**config.mk**
```make
export PLATFORM = sky130hd
export DESIGN_NAME = keypad_conditioner
export DESIGN_NICKNAME = d
export VERILOG_FILES = /design/src/rtl/lock_pkg.sv /design/src/rtl/btn_debounce.sv /design/src/rtl/keypad_conditioner.sv
export SDC_FILE = /design/constraint.sdc
export NUM_CORES = 1
export LEC_CHECK = 0
export ABC_AREA = 1
export CELL_PAD_IN_SITES_DETAIL_PLACEMENT = 1
export CELL_PAD_IN_SITES_GLOBAL_PLACEMENT = 2
export CORE_MARGIN = 1
export CORE_UTILIZATION = 35
export CTS_CLUSTER_DIAMETER = 150
export DETAILED_ROUTE_END_ITERATION = 10
export PLACE_DENSITY_LB_ADDON = 0.1
export SYNTH_ARGS = -nofsm -noshare
export SYNTH_HDL_FRONTEND = slang
export SYNTH_SLANG_ARGS = --single-unit
export TNS_END_PERCENT = 100
```
**constraint.sdc**
```tcl
create_clock -name clk -period 2.5 [get_ports clk]
set_input_delay 0.375 -clock clk [delete_from_list [all_inputs] [get_ports clk]]
set_output_delay 0.375 -clock clk [all_outputs]
set_load 0.03 [all_outputs]
```
**src/rtl/lock_pkg.sv**
```systemverilog
// Shared key-path definitions for the keypad conditioner and the lock FSM it feeds.
package lock_pkg;

    localparam int unsigned NUM_KEYS   = 5;
    localparam int unsigned KEY_CODE_W = 3;

    localparam logic [KEY_CODE_W-1:0] KEY_NONE = 3'd0;
    localparam logic [KEY_CODE_W-1:0] KEY_D1   = 3'd1;
    localparam logic [KEY_CODE_W-1:0] KEY_D2   = 3'd2;
    localparam logic [KEY_CODE_W-1:0] KEY_D3   = 3'd3;
    localparam logic [KEY_CODE_W-1:0] KEY_D4   = 3'd4;
    localparam logic [KEY_CODE_W-1:0] KEY_D5   = 3'd5;

    typedef enum logic [0:0] {
        ST_IDLE,
        ST_HELD
    } arb_state_e;

    // Number of keys currently down.
    function automatic logic [KEY_CODE_W-1:0] key_count(input logic [NUM_KEYS-1:0] keys);
        logic [KEY_CODE_W-1:0] n;
        n = '0;
        for (int i = 0; i < int'(NUM_KEYS); i++) begin
            n = n + {{(KEY_CODE_W-1){1'b0}}, keys[i]};
        end
        return n;
    endfunction

    // One-hot key vector to key code (bit0 -> KEY_D1); zero maps to KEY_NONE.
    function automatic logic [KEY_CODE_W-1:0] key_to_code(input logic [NUM_KEYS-1:0] keys);
        logic [KEY_CODE_W-1:0] code;
        code = KEY_NONE;
        for (int i = 0; i < int'(NUM_KEYS); i++) begin
            if (keys[i]) begin
                code = KEY_CODE_W'(i + 1);
            end
        end
        return code;
    endfunction

endpackage

```
**src/rtl/btn_debounce.sv**
```systemverilog
// One push-button: 2-FF synchroniser followed by a stable-count debouncer.
module btn_debounce #(
    parameter int unsigned DEBOUNCE_CYCLES = 1_000_000
) (
    input  logic clk,
    input  logic reset,
    input  logic raw,
    output logic level
);

    localparam int unsigned     CNT_W   = $clog2(DEBOUNCE_CYCLES);
    localparam logic [CNT_W-1:0] CNT_MAX = CNT_W'(DEBOUNCE_CYCLES - 1);

    logic             s1_q, s2_q;
    logic             db_q, db_d;
    logic [CNT_W-1:0] cnt_q, cnt_d;

    // Bring the asynchronous button into the clock domain.
    always_ff @(posedge clk or negedge reset) begin
        if (!reset) begin
            s1_q <= 1'b0;
            s2_q <= 1'b0;
        end else begin
            s1_q <= raw;
            s2_q <= s1_q;
        end
    end

    // Accept a new level only after it has differed from db for DEBOUNCE_CYCLES samples.
    always_comb begin
        cnt_d = '0;
        db_d  = db_q;
        if (s2_q != db_q) begin
            if (cnt_q == CNT_MAX) begin
                db_d = s2_q;
            end else begin
                cnt_d = cnt_q + 1'b1;
            end
        end
    end

    // Debounce state register.
    always_ff @(posedge clk or negedge reset) begin
        if (!reset) begin
            cnt_q <= '0;
            db_q  <= 1'b0;
        end else begin
            cnt_q <= cnt_d;
            db_q  <= db_d;
        end
    end

    assign level = db_q;

endmodule

```
**src/rtl/keypad_conditioner.sv**
```systemverilog
// Five-button conditioner: debounce, rising-edge detect and a one-key-at-a-time arbiter
// producing registered single-cycle key strobes for the lock FSM.
module keypad_conditioner
    import lock_pkg::*;
#(
    parameter int unsigned DEBOUNCE_CYCLES = 1_000_000
) (
    input  logic                  clk,
    input  logic                  reset,
    input  logic [NUM_KEYS-1:0]   btn_raw,
    output logic [NUM_KEYS-1:0]   key_pulse,
    output logic                  key_valid,
    output logic [KEY_CODE_W-1:0] key_code,
    output logic                  key_err,
    output logic                  key_busy
);

    logic [NUM_KEYS-1:0] db;
    logic [NUM_KEYS-1:0] db_q, db_qq;
    logic [NUM_KEYS-1:0] rise;

    arb_state_e            state_q, state_d;
    logic [NUM_KEYS-1:0]   pulse_q, pulse_d;
    logic                  valid_q, valid_d;
    logic [KEY_CODE_W-1:0] code_q, code_d;
    logic                  err_q, err_d;
    logic                  busy_q, busy_d;

    for (genvar g = 0; g < int'(NUM_KEYS); g++) begin : g_key
        btn_debounce #(
            .DEBOUNCE_CYCLES(DEBOUNCE_CYCLES)
        ) u_db (
            .clk  (clk),
            .reset(reset),
            .raw  (btn_raw[g]),
            .level(db[g])
        );
    end

    // Two-stage delay of the debounced levels; the extra stage keeps the arbiter's level
    // view aligned with its edge view and fixes latency at DEBOUNCE_CYCLES+3.
    always_ff @(posedge clk or negedge reset) begin
        if (!reset) begin
            db_q  <= '0;
            db_qq <= '0;
        end else begin
            db_q  <= db;
            db_qq <= db_q;
        end
    end

    assign rise = db_q & ~db_qq;

    // Arbiter next state and next outputs.
    always_comb begin
        state_d = state_q;
        pulse_d = '0;
        valid_d = 1'b0;
        code_d  = KEY_NONE;
        err_d   = 1'b0;
        case (state_q)
            ST_IDLE: begin
                if (|rise) begin
                    state_d = ST_HELD;
                    if (key_count(db_q) == KEY_CODE_W'(1)) begin
                        pulse_d = rise;
                        valid_d = 1'b1;
                        code_d  = key_to_code(rise);
                    end else begin
                        err_d = 1'b1;
                    end
                end
            end
            ST_HELD: begin
                if (db_q == '0) begin
                    state_d = ST_IDLE;
                end else if (|rise) begin
                    err_d = 1'b1;
                end
            end
            default: state_d = ST_IDLE;
        endcase
        busy_d = (state_d == ST_HELD);
    end

    // Arbiter state and registered outputs.
    always_ff @(posedge clk or negedge reset) begin
        if (!reset) begin
            state_q <= ST_IDLE;
            pulse_q <= '0;
            valid_q <= 1'b0;
            code_q  <= KEY_NONE;
            err_q   <= 1'b0;
            busy_q  <= 1'b0;
        end else begin
            state_q <= state_d;
            pulse_q <= pulse_d;
            valid_q <= valid_d;
            code_q  <= code_d;
            err_q   <= err_d;
            busy_q  <= busy_d;
        end
    end

    assign key_pulse = pulse_q;
    assign key_valid = valid_q;
    assign key_code  = code_q;
    assign key_err   = err_q;
    assign key_busy  = busy_q;

endmodule

```
==> results of run 1 <==
cells in the mapped netlist (all sizes together), types with 2 or more instances:
master and number:
and2 2, xnor2 22, nand2 145, nor3 11, ha 7, a21oi 13
nand3 93, nand4 11, nor3b 5, or2 5, fa 2, nor4 2
dfrtp 136, inv 88, xor2 34, o21ai 12, nor2 232
cells by family (layout without fill, tap and decap cells):
kind of cell,Yosys count,in the layout,share of synthesized area [%]
AOI/OAI and AO/OA,28,28,2.14
and+or+nand+nor,506,506,33.9
buffers and inverters,89,136,4.90
DFF,136,136,49.7
xor gates and xnor gates,56,56,7.49
adders and majority gates,9,9,1.86
where the power goes:
group	switching (mW)	internal, mW
logic	0.102	0.0434
clock network	0.884	1.37
registers	0.0232	2.23
total	1.01	3.65
layout make-up:
cell class / instances / area, um^2
Clock inverter: 3 / 17.5
Inverter: 88 / 330
Sequential cell: 136 / 3400
Timing Repair Buffer: 20 / 221
Multi-Input combinational cell: 599 / 3110
Tap cell: 260 / 325
Clock buffer: 25 / 505
Fill cell: 2273 / 11000
repair_timing:
| item | 4_1_cts | 5_1_grt |
|---|---|---|
| setup endpoints to repair | 0 | 1 |
| endpoints found under the hold margin | 43 | 0 |
| hold buffers | 1 | 0 |
cells in the final DEF (no fill, tap or decap), types with 2 or more instances in the layout:
cell	count
o21ai_1	4
nor3_1	10
o21ai_0	8
inv_2	7
nor2_4	8
inv_1	81
clkbuf_16	17
clkdlybuf4s50_1	16
buf_12	2
dfrtp_1	136
nand2_2	12
nand4_1	11
fa_1	2
and2_1	2
xnor2_1	22
xor2_2	3
nand2_1	132
a21oi_1	13
nor2_2	11
nor2_1	212
or2_2	5
clkinv_2	2
ha_1	7
clkbuf_8	5
clkbuf_1	3
nand3_1	82
nand3_2	11
nor3b_1	4
xor2_1	31
critical path: stages, from the launching register on:
cell and delay, ns:
dfrtp_1 0.37, inv_1 0.12, fa_1 0.44, fa_1 0.36, inv_1 0.06, ha_1 0.24, nor4_4 0.24, inv_1 0.14
nor3_1 0.16
per-stage QoR:
| stage | instance area [um^2] | power [mW] |
|---|---|---|
| final | 7910 | 4.66 |
| after global routing | 7910 | 4.85 |
| after CTS | 7910 | 4.73 |
| after detailed placement | 7380 | 2.44 |
| after global placement | 7380 | 2.44 |
| after floorplan | 6850 | 2.35 |
layer usage:
layer / global-route usage (%) / vias up / share of wire (%)
met5: 0 / - / 0
li1: - / 2653 / -
met2: 30.2 / 38 / 48
met1: 24.1 / 2625 / 49
met3: 3.95 / 11 / 2.4
met4: 4.64 / 0 / 0.80
worst paths after layout:
| path | start | to | slack (ns) | cells after the start |
|---|---|---|---|---|
| setup / recovery | db_q[1] | key_code[1] | 0.26 | 8 |
| hold / removal | g_key[4].u_db.s1_q | g_key[4].u_db.s2_q | 0.36 | 0 |
| setup reg to reg | db_q[1] | key_code[1] | 0.26 | 8 |
| hold reg to reg | g_key[4].u_db.s1_q | g_key[4].u_db.s2_q | 0.36 | 0 |
| max in group asynchronous | reset | g_key[3].u_db.cnt_q[7] | 1.38 | 3 |
| min in group asynchronous | reset | g_key[0].u_db.cnt_q[13] | 0.48 | 2 |
sequential cells by signal (all words and copies together), names as in the netlist:
signal,count
key_code,3
db_q,5
g_key.u_db.level,5
key_pulse,5
key_err,1
key_valid,1
db_qq,5
key_busy,1
g_key.u_db.s1_q,5
g_key.u_db.s2_q,5
g_key.u_db.cnt_q,100
==> results.py, run 1 <==
metrics = {
    "floorplan": {
        "rows": 50,
        "die_w_um": 142,
        "ios": 18,
        "start_util_pct": 36.1,
        "die_h_um": 142,
        "die_area_um2": 20100,
        "core_area_um2": 19000,
    },
    "place": {
        "place_congestion": 0.809,
        "io_buffer_count": 17,
        "dp_hpwl_um": 12300,
        "dpl_worst_slack_ns": 0.127,
        "place_inst": 1102,
    },
    "route": {
        "drc_errors": 0,
        "via_per_inst": 4.71,
        "vias": 5327,
        "drt_iter0_markers": 164,
        "detail-route-antenna-nets": 0,
        "routed_wl_um": 16400,
        "first_pass_iters": 4,
        "wire_per_inst_um": 14.5,
    },
    "clocking": {
        "post_cts_buffers": 0,
        "worst_skew_pair.late_latency_ns": 0.41,
        "cts-resized-gates": 0,
        "cts_inserted_buffers": 17,
        "clock_sinks": 136,
        "path_clk_slew_ns": 0.06,
        "root_buffer": "clkbuf_16",
        "cts_htree_levels": 4,
        "clock_path_buffers": 2,
        "cts_tree": "yes",
    },
    "synthesis": {
        "yosysWarnings": 0,
        "synth-async-reset-ratio_pct": 100,
        "synth_area_um2": 6850,
        "synthDominantCellAreaShare_pct": 49.7,
        "synth-seq-area-share_pct": 49.7,
        "yosys.area.top_type": "dfrtp_1",
        "syn_nets": 840,
        "syn_inst": 824,
        "synth_area_leaders": "dfrtp_1, nor2_1, nand2_1",
        "avgSynthCellArea_um2": 8.31,
        "synth_edf_count": 0,
        "synth_cell_type_count": 33,
        "ys.flop_type": "dfrtp_1",
        "synth_seq_cells": 136,
    },
    "grt": {
        "antenna_found_initial": 0,
        "grt.total_usage_pct": 18.2,
        "grt-ovfl-total": 0,
        "grt_pass1_vias": 5759,
        "grt_max_degree": 53,
        "grt_pass1_wl_um": 28600,
    },
    "layout": {
        "layout.nets": 878,
        "area_growth_pct": 15.6,
        "fin_cells": 1131,
        "drive_gt1_share_pct": 10.3,
        "insertedDiodeCount": 0,
        "fin_util_pct": 41.7,
    },
    "flow_run": {
        "cap_violations": 0,
    },
    "sta": {
        "fin_crit_sh_pct": 89.6,
        "final-hold-violation-count": 0,
        "fin_ws_ns": 0.260,
        "slew_headroom_pct": 53.4,
        "fmax_mhz": 446,
        "period_needed_ns": 2.24,
        "rsz0062_at_grt": "false",
        "setup-violations-final": 0,
        "finalClockSkew_ns": 0.00618,
        "holdWs_ns": 0.361,
        "finalMaxSlewViolations": 0,
        "setup_tns_ns": 0,
        "worstMarginPinSlew_ns": 0.696,
    },
    "power": {
        "power.density_nw_per_um2": 589,
        "p_leak_nw": 3.39,
        "ir_worst_vdd_mv": 0.425,
    },
    "critical_path": {
        "arrival_ns": 2.56,
        "cp-start-kind": "register",
        "required_ns": 2.82,
        "path_max_fanout": 4,
        "crit_path_end_kind": "register",
        "crit_type": "register to register",
    },
    "run_status": {
        "status": "complete, no violations",
    },
    "worst_hold_path": {
        "hp-class": "register to register",
    },
}
Note: power is estimated with default switching activity, not from simulation.
==> run 2: changes to the inputs <==
--- a/config.mk
+++ b/config.mk
@@ -6,13 +6,15 @@
 export NUM_CORES = 1
 export LEC_CHECK = 0
 export ABC_AREA = 1
+export CAP_MARGIN = 30
 export CELL_PAD_IN_SITES_DETAIL_PLACEMENT = 1
 export CELL_PAD_IN_SITES_GLOBAL_PLACEMENT = 2
 export CORE_MARGIN = 1
-export CORE_UTILIZATION = 35
+export CORE_UTILIZATION = 38
 export CTS_CLUSTER_DIAMETER = 150
 export DETAILED_ROUTE_END_ITERATION = 10
 export PLACE_DENSITY_LB_ADDON = 0.1
+export SKIP_CTS_REPAIR_TIMING = 1
 export SYNTH_ARGS = -nofsm -noshare
 export SYNTH_HDL_FRONTEND = slang
 export SYNTH_SLANG_ARGS = --single-unit
==> results.py, run 2 (synthesis results as in run 1) <==
metrics = {
    "route": {
        "routed_wl_um": 15800,
        "via_per_inst": 4.88,
        "wire_per_inst_um": 14.4,
        "detail-route-antenna-nets": 0,
        "drt_iter0_markers": 123,
        "vias": 5354,
        "drc_errors": 0,
        "first_pass_iters": 4,
    },
    "clocking": {
        "cts_tree": "yes",
        "clock_sinks": 136,
        "clock_path_buffers": 2,
        "cts_inserted_buffers": 17,
        "cts_htree_levels": 4,
        "worst_skew_pair.late_latency_ns": 0.42,
        "root_buffer": "clkbuf_16",
        "path_clk_slew_ns": 0.06,
    },
    "grt": {
        "grt-ovfl-total": 0,
        "grt_max_degree": 50,
        "grt_pass1_wl_um": 27700,
        "grt_pass1_vias": 5826,
        "grt.total_usage_pct": 19.3,
        "antenna_found_initial": 0,
    },
    "floorplan": {
        "core_area_um2": 17400,
        "die_w_um": 136,
        "start_util_pct": 39.3,
        "die_h_um": 136,
        "die_area_um2": 18600,
        "ios": 18,
        "rows": 48,
    },
    "sta": {
        "period_needed_ns": 2.36,
        "slew_headroom_pct": 57.3,
        "fmax_mhz": 424,
        "worstMarginPinSlew_ns": 0.639,
        "fin_ws_ns": 0.142,
        "final-hold-violation-count": 0,
        "finalMaxSlewViolations": 0,
        "finalClockSkew_ns": 0.00742,
        "rsz0062_at_grt": "false",
        "fin_crit_sh_pct": 94.3,
        "setup-violations-final": 0,
        "setup_tns_ns": 0,
    },
    "critical_path": {
        "crit_family": "adder cells",
        "path_buf_inv": 3,
        "slowest_stage": "fa_1",
        "required_ns": 2.83,
        "path_max_fanout": 4,
        "slowest_delay_ns": 0.51,
        "cpMostUsedCell": "inv_1",
        "crit_path_end_kind": "register",
        "crit_type": "register to register",
        "crit_chain": "inv_1 > fa_1 > fa_1 > inv_1 > ha_1 > nor4_4 > inv_1 > nor3_1",
        "arrival_ns": 2.69,
        "cp-start-kind": "register",
    },
    "place": {
        "placed_area_um2": 7330,
        "dpl_worst_slack_ns": 0.127,
        "io_buffer_count": 17,
        "place_inst": 1067,
        "dp_hpwl_um": 11700,
        "place_congestion": 0.810,
    },
    "layout": {
        "largest_reg_flops": 100,
        "fin_util_pct": 45.4,
        "final_cell_mix": "nor2_1, dfrtp_1, nand2_1, nand3_1, inv_1",
        "insertedDiodeCount": 0,
        "final_area_um2": 7910,
        "fillerInstances": 2099,
        "layout_commonest_cell": "nor2_1",
        "drive_gt1_share_pct": 10.5,
        "layout.nets": 878,
        "area_growth_pct": 15.5,
        "top_register": "g_key.u_db.cnt_q",
        "fin_cells": 1098,
    },
    "power": {
        "ir_worst_vdd_mv": 0.401,
        "p_leak_nw": 3.40,
        "power.density_nw_per_um2": 612,
    },
    "worst_hold_path": {
        "hp-class": "register to register",
    },
    "run_status": {
        "status": "complete, no violations",
    },
    "flow_run": {
        "cap_violations": 0,
    },
}
[run 2: path summary, 6_finish.rpt]
kind	start	endpoint	slack, ns	cells past startpoint
max	db_q[0]	key_code[1]	0.14	8
min	g_key[1].u_db.s1_q	g_key[1].u_db.s2_q	0.35	0
max reg2reg	db_q[0]	key_code[1]	0.14	8
min reg2reg	g_key[1].u_db.s1_q	g_key[1].u_db.s2_q	0.35	0
max in group asynchronous	reset	g_key[3].u_db.cnt_q[0]	1.40	3
min in group asynchronous	reset	g_key[0].u_db.cnt_q[15]	0.47	2
[run 2: area by class of cell]
| type | instances | area [um^2] | area share (%) |
|---|---|---|---|
| Clock inverter | 8 | 98.8 | 1.25 |
| Inverter | 88 | 330 | 4.18 |
| Tap cell | 225 | 282 | 3.56 |
| Multi-Input combinational cell | 599 | 3110 | 39.3 |
| Timing Repair Buffer | 20 | 221 | 2.80 |
| Clock buffer | 22 | 464 | 5.87 |
| Sequential cell | 136 | 3400 | 43.0 |
[run 2: per-stage QoR]
step | hold slack [ns] | total power, mW
after floorplan | 0.0794 | 2.35
after detailed placement | 0.339 | 2.44
after global routing | 0.354 | 5.03
after global placement | 0.333 | 2.43
final | 0.349 | 4.84
after CTS | -0.0992 | 4.91
[run 2: layer usage]
metal	track usage [%]	share of wire, %	vias to the layer above
met3	4.18	2.0	20
met1	24.0	48	2635
met2	32.9	49	43
met4	6.60	1.5	0
met5	0	0	-
li1	-	-	2656
[run 2: worst reg2reg max path, cell delays in order, from the launching register on]
cell and delay [ns]:
dfrtp_1 0.35, inv_1 0.09, fa_1 0.51, fa_1 0.38, inv_1 0.07, ha_1 0.24
nor4_4 0.33, inv_1 0.14, nor3_1 0.16
[run 2: power by group]
group          total (mW)  internal [mW]  leakage (nW)  switching (mW)
Clock                2.44           1.50         0.272           0.936
Combinational       0.142         0.0434          1.26          0.0990
Sequential           2.25           2.23          1.86          0.0231
==> run 3: changes to the inputs <==
--- a/config.mk
+++ b/config.mk
@@ -9,6 +9,7 @@
 export CAP_MARGIN = 30
 export CELL_PAD_IN_SITES_DETAIL_PLACEMENT = 1
 export CELL_PAD_IN_SITES_GLOBAL_PLACEMENT = 2
+export CORE_ASPECT_RATIO = 1.4
 export CORE_MARGIN = 1
 export CORE_UTILIZATION = 38
 export CTS_CLUSTER_DIAMETER = 150
==> results.py, run 3 (synthesis results as in run 1) <==
metrics = {
    "run_status": {
        "status": "finished with violations",
        "violations": "hold timing",
    },
    "sta": {
        "finalMaxSlewViolations": 0,
        "slew_headroom_pct": 56.8,
        "fin_ws_ns": 0.151,
        "fmax_mhz": 426,
        "setup_tns_ns": 0,
        "finalClockSkew_ns": 0.00631,
        "worstMarginPinSlew_ns": 0.648,
        "rsz0062_at_grt": "false",
        "final-hold-violation-count": 64,
        "period_needed_ns": 2.35,
        "holdWs_ns": -0.0257,
        "fin_crit_sh_pct": 94.0,
        "setup-violations-final": 0,
    },
    "layout": {
        "fillerInstances": 2128,
        "layout_commonest_cell": "nor2_1",
        "multi_input_area_um2": 3110,
        "final_cell_mix": "nor2_1, dfrtp_1, nand2_1, nand3_1, inv_1",
        "top_register": "g_key.u_db.cnt_q",
        "ff_latch_area_um2": 3400,
        "area_growth_pct": 15.4,
        "insertedDiodeCount": 0,
        "final_area_um2": 7900,
        "largest_reg_flops": 100,
        "layout.nets": 877,
        "drive_gt1_share_pct": 10.8,
        "fin_cells": 1108,
    },
    "critical_path": {
        "path_max_fanout": 4,
        "arrival_ns": 2.69,
        "required_ns": 2.84,
        "r2r_end": "key_code[1]",
        "cp-start-kind": "register",
        "startpoint": "db_q[1]",
        "reg2reg_from": "db_q[1]",
        "crit_path_end_kind": "register",
        "reg2reg_depth": 8,
        "crit_type": "register to register",
        "rrSetupSlack_ns": 0.15,
        "crit_end": "key_code[1]",
    },
    "grt": {
        "grt_max_degree": 67,
        "grt-ovfl-total": 0,
        "grt_pass1_wl_um": 28000,
        "antenna_found_initial": 0,
        "grt_pass1_vias": 5863,
        "grt.total_usage_pct": 19.4,
    },
    "clocking": {
        "cts_inserted_buffers": 17,
        "clock_path_buffers": 2,
        "path_clk_slew_ns": 0.06,
        "clock_sinks": 136,
        "root_buffer": "clkbuf_16",
        "worst_skew_pair.late_latency_ns": 0.42,
        "cts_tree": "yes",
        "cts_htree_levels": 4,
    },
    "route": {
        "drt_iter0_markers": 158,
        "via_per_inst": 4.83,
        "drc_errors": 0,
        "wire_per_inst_um": 14.5,
        "detail-route-antenna-nets": 0,
        "routed_wl_um": 16000,
        "vias": 5353,
        "first_pass_iters": 4,
    },
    "power": {
        "power.density_nw_per_um2": 604,
        "p_leak_nw": 3.39,
        "ir_worst_vdd_mv": 0.417,
    },
    "floorplan": {
        "start_util_pct": 39.2,
        "die_area_um2": 18600,
        "die_w_um": 115,
        "rows": 57,
        "die_h_um": 161,
        "ios": 18,
        "core_area_um2": 17500,
    },
    "place": {
        "io_buffer_count": 17,
        "place_inst": 1078,
        "place_congestion": 0.815,
        "dpl_worst_slack_ns": 0.142,
        "dp_hpwl_um": 12000,
        "placed_area_um2": 7350,
    },
    "flow_run": {
        "cap_violations": 0,
    },
    "worst_hold_path": {
        "hp-class": "primary input to async pin",
    },
}
-- run 3: layout make-up --
type / count / share of cell area [%]
inverters: 88 / 4.18
well taps: 236 / 3.74
clock inverters: 10 / 1.24
repair buffers: 19 / 2.68
clock buffers: 20 / 5.78
multi-input cells: 599 / 39.3
flip-flops and latches: 136 / 43.1
-- run 3: per-stage QoR --
stage,power [mW],util (%)
floorplan,2.35,-
global placement,2.43,42.0
detailed placement,2.44,42.0
CTS,4.85,45.2
global route,4.96,45.2
finish,4.77,45.2
-- run 3: metal layers --
layer / GRT usage (%) / up-vias / share of wire, %
met5: 0 / - / 0
met4: 6.97 / 0 / 1.4
met3: 3.51 / 19 / 2.2
met2: 34.9 / 46 / 53
met1: 22.6 / 2620 / 44
li1: - / 2668 / -
-- run 3: worst max-delay path, stage by stage (launching register included) --
cell     delay [ns]
dfrtp_1        0.37
inv_1          0.12
fa_1           0.46
fa_1           0.38
inv_1          0.07
ha_1           0.24
nor4_4         0.35
inv_1          0.14
nor3_1         0.14
-- run 3: worst min-delay path by stage --
stage	slack, ns	startpoint	depth (start not counted)	end
after floorplan	0.08	reset	0	db_q[0]
after global placement	0.34	g_key[4].u_db.s1_q	0	g_key[4].u_db.s2_q
after detailed placement	0.34	g_key[1].u_db.s1_q	0	g_key[1].u_db.s2_q
after CTS	-0.01	reset	1	g_key[0].u_db.cnt_q[12]
after global routing	0.02	reset	1	g_key[0].u_db.cnt_q[12]
final	-0.03	reset	1	g_key[0].u_db.cnt_q[12]
-- run 3: where the power goes --
part,internal (mW),total (mW),switching (mW)
registers,2.23,2.25,0.0225
clock network,1.41,2.38,0.967
logic,0.0422,0.141,0.0987
